`config.mk`:
```
export PLATFORM = sky130hd
export DESIGN_NAME = shift_add_multiplier
export DESIGN_NICKNAME = d
export VERILOG_FILES = /design/src/rtl/shift_add_multiplier.sv
export SDC_FILE = /design/constraint.sdc
export NUM_CORES = 1
export LEC_CHECK = 0
export CORE_MARGIN = 10
export CORE_UTILIZATION = 30
export DETAILED_ROUTE_END_ITERATION = 6
export HOLD_SLACK_MARGIN = 0.12
export PLACE_DENSITY = 0.56
export SYNTH_ARGS = -nofsm -noshare
export SYNTH_HDL_FRONTEND = slang
export SYNTH_SLANG_ARGS = --single-unit
export TNS_END_PERCENT = 30
```
`constraint.sdc`:
```
create_clock -name clk -period 1.7 [get_ports clk]
set_clock_uncertainty 0.05 [all_clocks]
set_input_delay 0.34 -clock clk [delete_from_list [all_inputs] [get_ports clk]]
set_output_delay 0.34 -clock clk [all_outputs]
set_load 0.02 [all_outputs]
```
`src/rtl/shift_add_multiplier.sv`:
```
// Sequential unsigned shift-and-add multiplier.
// A three-state FSM (IDLE/CALC/DONE) captures operands on start, spends exactly
// WIDTH cycles adding shifted copies of the multiplicand, then presents the
// product on Z together with a one-cycle done pulse.
module shift_add_multiplier #(
   parameter int WIDTH = 4
) (
   input  logic               clk,
   input  logic               rst,
   input  logic               start,
   input  logic [WIDTH-1:0]   X,
   input  logic [WIDTH-1:0]   Y,
   output logic               busy,
   output logic               done,
   output logic [2*WIDTH-1:0] Z
);

   // Counter must be able to represent WIDTH itself, hence WIDTH+1.
   localparam int CW = $clog2(WIDTH + 1);
   localparam logic [CW-1:0] LAST = CW'(WIDTH - 1);

   typedef enum logic [1:0] {IDLE, CALC, DONE} state_t;

   state_t               state_q;
   logic [2*WIDTH-1:0]   mcand_q;
   logic [WIDTH-1:0]     mplier_q;
   logic [2*WIDTH-1:0]   acc_q;
   logic [2*WIDTH-1:0]   acc_d;
   logic [CW-1:0]        cnt_q;
   logic [2*WIDTH-1:0]   z_q;

   // Partial-product add for the current multiplier bit.
   always_comb begin
      acc_d = acc_q;
      if (mplier_q[0]) acc_d = acc_q + mcand_q;
   end

   // FSM plus datapath registers; reset wins over everything, including start.
   always_ff @(posedge clk) begin
      if (rst) begin
         state_q  <= IDLE;
         mcand_q  <= '0;
         mplier_q <= '0;
         acc_q    <= '0;
         cnt_q    <= '0;
         z_q      <= '0;
      end else begin
         case (state_q)
            IDLE: begin
               if (start) begin
                  mcand_q  <= {{WIDTH{1'b0}}, X};
                  mplier_q <= Y;
                  acc_q    <= '0;
                  cnt_q    <= '0;
                  state_q  <= CALC;
               end
            end
            CALC: begin
               // start and X/Y are deliberately not looked at here.
               acc_q    <= acc_d;
               mcand_q  <= mcand_q << 1;
               mplier_q <= mplier_q >> 1;
               cnt_q    <= cnt_q + CW'(1);
               if (cnt_q == LAST) begin
                  z_q     <= acc_d;
                  state_q <= DONE;
               end
            end
            DONE: begin
               // Back-to-back: a start seen in DONE skips the IDLE bubble.
               if (start) begin
                  mcand_q  <= {{WIDTH{1'b0}}, X};
                  mplier_q <= Y;
                  acc_q    <= '0;
                  cnt_q    <= '0;
                  state_q  <= CALC;
               end else begin
                  state_q  <= IDLE;
               end
            end
            default: state_q <= IDLE;
         endcase
      end
   end

   assign busy = (state_q == CALC);
   assign done = (state_q == DONE);
   assign Z    = z_q;

endmodule
```
==> flow_metrics.tcl, run 1 <==
set metrics [dict create \
    slowest_stage "dfxtp_4" \
    p_per_area_mw_per_mm2 760 \
    power_mw 1.79 \
    cp_max_fo 3 \
    core_area_mm2 0.00520 \
    finalInstanceArea_mm2 0.00235 \
    cts_sinks 33 \
    fin_crit_sh_pct 105 \
    setup_tns_ps -200 \
    hold_viol 0 \
    die_area_mm2 0.00879 \
    synth_ff_type "dfxtp_1" \
    grt_util_met3_pct 3.52 \
    cp.arrival_ps 1950 \
    avgViaCountPerCell 4.69 \
    syn_area_mm2 0.00163 \
    fin_nets 256 \
    yosysWarnings 0 \
    wl_per_cell_um 13.5 \
    syn-mean-instance-area_um2 9.06 \
    post-dp-hpwl_um 2960 \
    clkSlewWorstSetupHoldPaths_ps 70 \
    gr-total-overflow 0 \
    nFillCells 531 \
    path_cells "ha_4 > a211oi_4 > o21a_1 > o211ai_2 > or3_1 > a31oi_1" \
    num_io_pins 21 \
    drv_cap 0 \
    clk_latency_ps 290 \
    ys_ff_latch 33 \
    grt_pass1_wl_um 6670 \
    num_vias 1435 \
    drv_slew 0 \
    drc 0 \
    drt_first_pass_iters 4 \
    htree_levels 2 \
    gp_congestion 0.825 \
    start_util_pct 31.3 \
    worst_slack_ps -82.1 \
    antenna_cells 0 \
    synthesis.nets 201 \
    antenna_left 0 \
    tightest_slew_ps 363 \
    finalCriticalPeriod_ps 1780 \
    place_area_mm2 0.00214 \
    grtUsageTotal_pct 9.49 \
    peakVddDrop_uv 504 \
    cp_slowest_stage_delay_ps 370 \
    drive_gt1_share_pct 29.2 \
    grt.busiest_layer "met2" \
    whs_path_depth 2 \
    root_buffer "clkbuf_8" \
    synth_edf_count 0 \
    p_leak_nw 0.956 \
    die_w_um 93.7 \
    antenna_found_initial 0 \
    fmax_mhz 561 \
    worstPathRequired_ps 1870 \
    setup_viol 4 \
    postSynthCellCount 180 \
    status "finished, violations left" \
    io_buffers 20 \
    async_flop_share_pct 0 \
    grt_pass1_vias 1398 \
    synth.distinct_cells 34 \
    cts_hold_buf 0 \
    pre_cts_slack_ps -91.5 \
    gr-usage-met1_pct 11.8 \
    hold_slack_ps 437 \
    numCtsBuffers 5 \
    relSlewSlack_pct 75.7 \
    wl_um 4130 \
    cp-start-kind "register" \
    first_iter_violations 64 \
    worstSetupPathType "reg2reg" \
    grt_max_degree 13 \
    grt_use_met2_pct 14.4 \
    layout_common_cells "nor2_1, buf_4, dfxtp_1" \
    die_y_um 93.7 \
    min_path_type "reg2reg" \
    syn_to_final_growth_pct 44.2 \
    rr_worst_depth 6 \
    tritoncts "built" \
    yosysSeqAreaShare_pct 40.5 \
    end_kind "register" \
    failed_checks "setup timing" \
    clockBufferDepth 2 \
    rsz0062_at_grt "yes" \
    row_count 26 \
]
-- critical path, delay by kind of cell, from the launching register on --
kind            cells  cell delay [ps]
compound gates      4              740
fa+ha+maj           1              250
flops               1              370
simple gates        1              320
-- cells by family (layout without fill, tap and decap cells) --
family	count (synthesis)	after routing	synth area share, %
compound gates	52	52	22.8
xor+xnor	6	6	3.22
fa+ha+maj	10	10	8.13
buf+inv	14	70	4.83
flops	33	33	40.5
mux	10	10	6.14
simple gates	55	55	14.4
-- path summary, 6_finish.rpt --
path         slack (ps)                     from               endpoint
max                 -80  mcand_q[1]$_SDFFE_PP0P_  acc_q[7]$_SDFFE_PP0P_
min reg2reg         440    cnt_q[2]$_SDFFE_PP0P_  cnt_q[2]$_SDFFE_PP0P_
min                 440    cnt_q[2]$_SDFFE_PP0P_  cnt_q[2]$_SDFFE_PP0P_
max reg2reg         -80  mcand_q[1]$_SDFFE_PP0P_  acc_q[7]$_SDFFE_PP0P_
-- cells in the mapped netlist, types with 2 or more instances --
library cell / count / area (um2)
nor2_1: 38 / 143
dfxtp_1: 33 / 661
a211oi_1: 14 / 105
a22oi_1: 12 / 90.1
a21oi_1: 10 / 50.1
mux2i_1: 10 / 100
ha_1: 9 / 113
nand2_1: 6 / 22.5
clkbuf_1: 5 / 18.8
inv_1: 4 / 15.0
buf_4: 3 / 22.5
o21ai_0: 3 / 15.0
xnor2_1: 3 / 26.3
xor2_1: 3 / 26.3
a21o_1: 2 / 15.0
a31oi_1: 2 / 12.5
buf_6: 2 / 22.5
nand3_1: 2 / 10.0
nor2b_1: 2 / 12.5
o211ai_1: 2 / 15.0
or3_1: 2 / 12.5
-- per-stage QoR --
step / utilization [%] / std cells
after detailed placement: 41.2 / 295
after global routing: 45.2 / 306
after CTS: 43.1 / 303
final: 45.2 / 306
after floorplan: - / 180
after global placement: 41.2 / 295
-- cell type report --
type / instances / area, um2 / area share, %
Clock buffer: 7 / 96.3 / 4.10
Clock inverter: 1 / 5.00 / 0.213
Inverter: 4 / 15.0 / 0.638
Multi-Input combinational cell: 133 / 988 / 42.0
Sequential cell: 33 / 674 / 28.7
Tap cell: 70 / 87.6 / 3.72
Timing Repair Buffer: 58 / 485 / 20.6
-- registers in the layout, indices dropped and copies added (netlist names) --
register / count
acc_q: 8
mcand_q: 8
state_q: 2
cnt_q: 3
Z: 8
mplier_q: 4
-- what timing repair did --
action	in CTS	in global routing
pin swaps	1	13
buffers inserted	0	3
hold endpoints to repair	0	0
gates resized for setup	4	17
cloned	0	0
endpoints found under the setup margin	6	11
-- report_power, final --
group,internal [mW],switching (mW)
clock,0.366,0.303
combinational,0.148,0.150
sequential,0.799,0.0216
-- metal layers --
metal | part of all wire (%) | wire (um) | vias up
li1 | - | - | 755
met1 | 48 | 1970 | 641
met2 | 45 | 1860 | 32
met3 | 6.0 | 247 | 7
met4 | 1.4 | 59 | 0
met5 | 0 | 0 | -
No activity file was read; power rests on OpenSTA's default activity.
==> run 2, diff against run 1 <==
- SLEW_MARGIN: default -> 20
==> results of run 2 <==
Same layout as run 1: the final DEF is identical, and so are final timing and power.
==> run 3, diff against run 2 <==
- CORE_MARGIN: 10 -> 3
- CTS_CLUSTER_DIAMETER: default -> 150
==> flow_metrics.tcl, run 3 (same netlist as run 1, synthesis figures left out) <==
set metrics [dict create \
    num_vias 1440 \
    gp_congestion 0.829 \
    min_path_type "reg2reg" \
    finalInstanceArea_mm2 0.00237 \
    num_io_pins 21 \
    worst_slack_ps -89.2 \
    clkSlewWorstSetupHoldPaths_ps 70 \
    wl_per_cell_um 13.4 \
    wl_um 4100 \
    layout_common_cells "nor2_1, buf_4, dfxtp_1" \
    clk_latency_ps 280 \
    grt_pass1_vias 1456 \
    rrSetupSlack_ps -90 \
    hold_start "Z[5]$_SDFFE_PP0P_" \
    antenna_left 0 \
    final-seq-area_um2 668 \
    fin_crit_sh_pct 105 \
    drv_cap 0 \
    drt_first_pass_iters 4 \
    grtUsageTotal_pct 13.7 \
    worstSetupPathType "reg2reg" \
    finalCriticalPeriod_ps 1790 \
    nFillCells 522 \
    antenna_found_initial 0 \
    peakVddDrop_uv 430 \
    multi_input_area_mm2 0.00104 \
    pre_cts_slack_ps -90.5 \
    fmax_mhz 559 \
    grt.busiest_layer "met2" \
    die_area_mm2 0.00636 \
    relSlewSlack_pct 74.8 \
    rr_worst_depth 8 \
    syn_to_final_growth_pct 45.6 \
    failed_checks "setup timing" \
    clockBufferDepth 2 \
    whs_path_depth 2 \
    p_per_area_mw_per_mm2 714 \
    post-dp-hpwl_um 2810 \
    r2r_end "Z[4]$_SDFFE_PP0P_" \
    numCtsBuffers 5 \
    die_w_um 79.7 \
    r2r-start "mcand_q[0]$_SDFFE_PP0P_" \
    avgViaCountPerCell 4.71 \
    end_kind "register" \
    finalCoreUtilization_pct 45.9 \
    cts_sinks 33 \
    drc 0 \
    start_util_pct 31.5 \
    place_area_mm2 0.00216 \
    htree_levels 2 \
    first_iter_violations 48 \
    cp.arrival_ps 1950 \
    tritoncts "built" \
    fin_nets 256 \
    status "finished, violations left" \
    rsz0062_at_grt "yes" \
    gr-usage-met1_pct 18.4 \
    hold_slack_ps 446 \
    cp-start-kind "register" \
    setup_viol 8 \
    root_buffer "clkbuf_8" \
    io_buffers 20 \
    drv_slew 0 \
    cp_max_fo 2 \
    tightest_slew_ps 377 \
    antenna_cells 0 \
    hold_viol 0 \
    grt_use_met2_pct 20.8 \
    min_delay_worst_endpoint "Z[5]$_SDFFE_PP0P_" \
    row_count 26 \
    grt_pass1_wl_um 6720 \
    p_leak_nw 0.943 \
    die_y_um 79.7 \
    grt_max_degree 21 \
    gr-total-overflow 0 \
    power_mw 1.70 \
    grt_util_met3_pct 3.72 \
    drive_gt1_share_pct 31.8 \
    worstPathRequired_ps 1860 \
    core_area_mm2 0.00517 \
]
-- run 3: cell types whose count changed in the layout (fill, tap and decap cells not counted), moves of 2 or more --
cell | previous run | this run
a211oi_1 | 13 | 10
a211oi_2 | 0 | 3
a21oi_1 | 7 | 5
clkbuf_8 | 7 | 5
dfxtp_4 | 2 | 0
-- run 3: where the power goes --
part | internal [mW] | switching, mW
Combinational | 0.152 | 0.159
Sequential | 0.801 | 0.0199
Clock | 0.283 | 0.282
-- run 3: worst max-delay path by stage --
stage               cells after the start                     from                    end  slack, ps
finish                                  8  mcand_q[0]$_SDFFE_PP0P_      Z[4]$_SDFFE_PP0P_        -90
global route                            8  mcand_q[0]$_SDFFE_PP0P_      Z[4]$_SDFFE_PP0P_       -210
CTS                                     8  mcand_q[0]$_SDFFE_PP0P_      Z[4]$_SDFFE_PP0P_        -90
detailed placement                      6    acc_q[1]$_SDFFE_PP0P_  acc_q[7]$_SDFFE_PP0P_        -90
global placement                        6                    start  acc_q[5]$_SDFFE_PP0P_       -100
floorplan                               7  mcand_q[0]$_SDFFE_PP0P_      Z[6]$_SDFFE_PP0P_        -10
-- run 3: per-layer routing --
metal | share of wire (%) | vias to the layer above
li1 | - | 759
met1 | 49 | 651
met2 | 46 | 25
met3 | 4.2 | 5
met4 | 1.2 | 0
met5 | 0 | -
-- run 3: stage by stage --
step                instances  setup TNS [ps]
floorplan                 180           -9.82
detailed placement        297            -847
global placement          297            -826
CTS                       306            -460
global route              306           -1190
finish                    306            -397
-- run 3: what timing repair did --
item,in CTS,in global routing
resized for setup,14,13
cloned,0,0
setup buffers,1,0
endpoints found under the setup margin,9,13
hold buffers,0,0
pin swaps,10,12
-- run 3: critical path, stage by stage (launching register included) --
cell	delay, ps
dfxtp_2	340
ha_4	160
fa_2	370
a21oi_4	150
buf_4	140
o21bai_4	60
xor2_2	170
nand2_1	80
a211oi_2	200
-- run 3: area by class of cell --
cell class	instances	share of cell area, %
Multi-Input combinational cell	133	43.7
Sequential cell	33	28.1
Timing Repair Buffer	58	20.3
Tap cell	70	3.69
Clock buffer	6	3.06
Inverter	4	0.632
Clock inverter	2	0.421
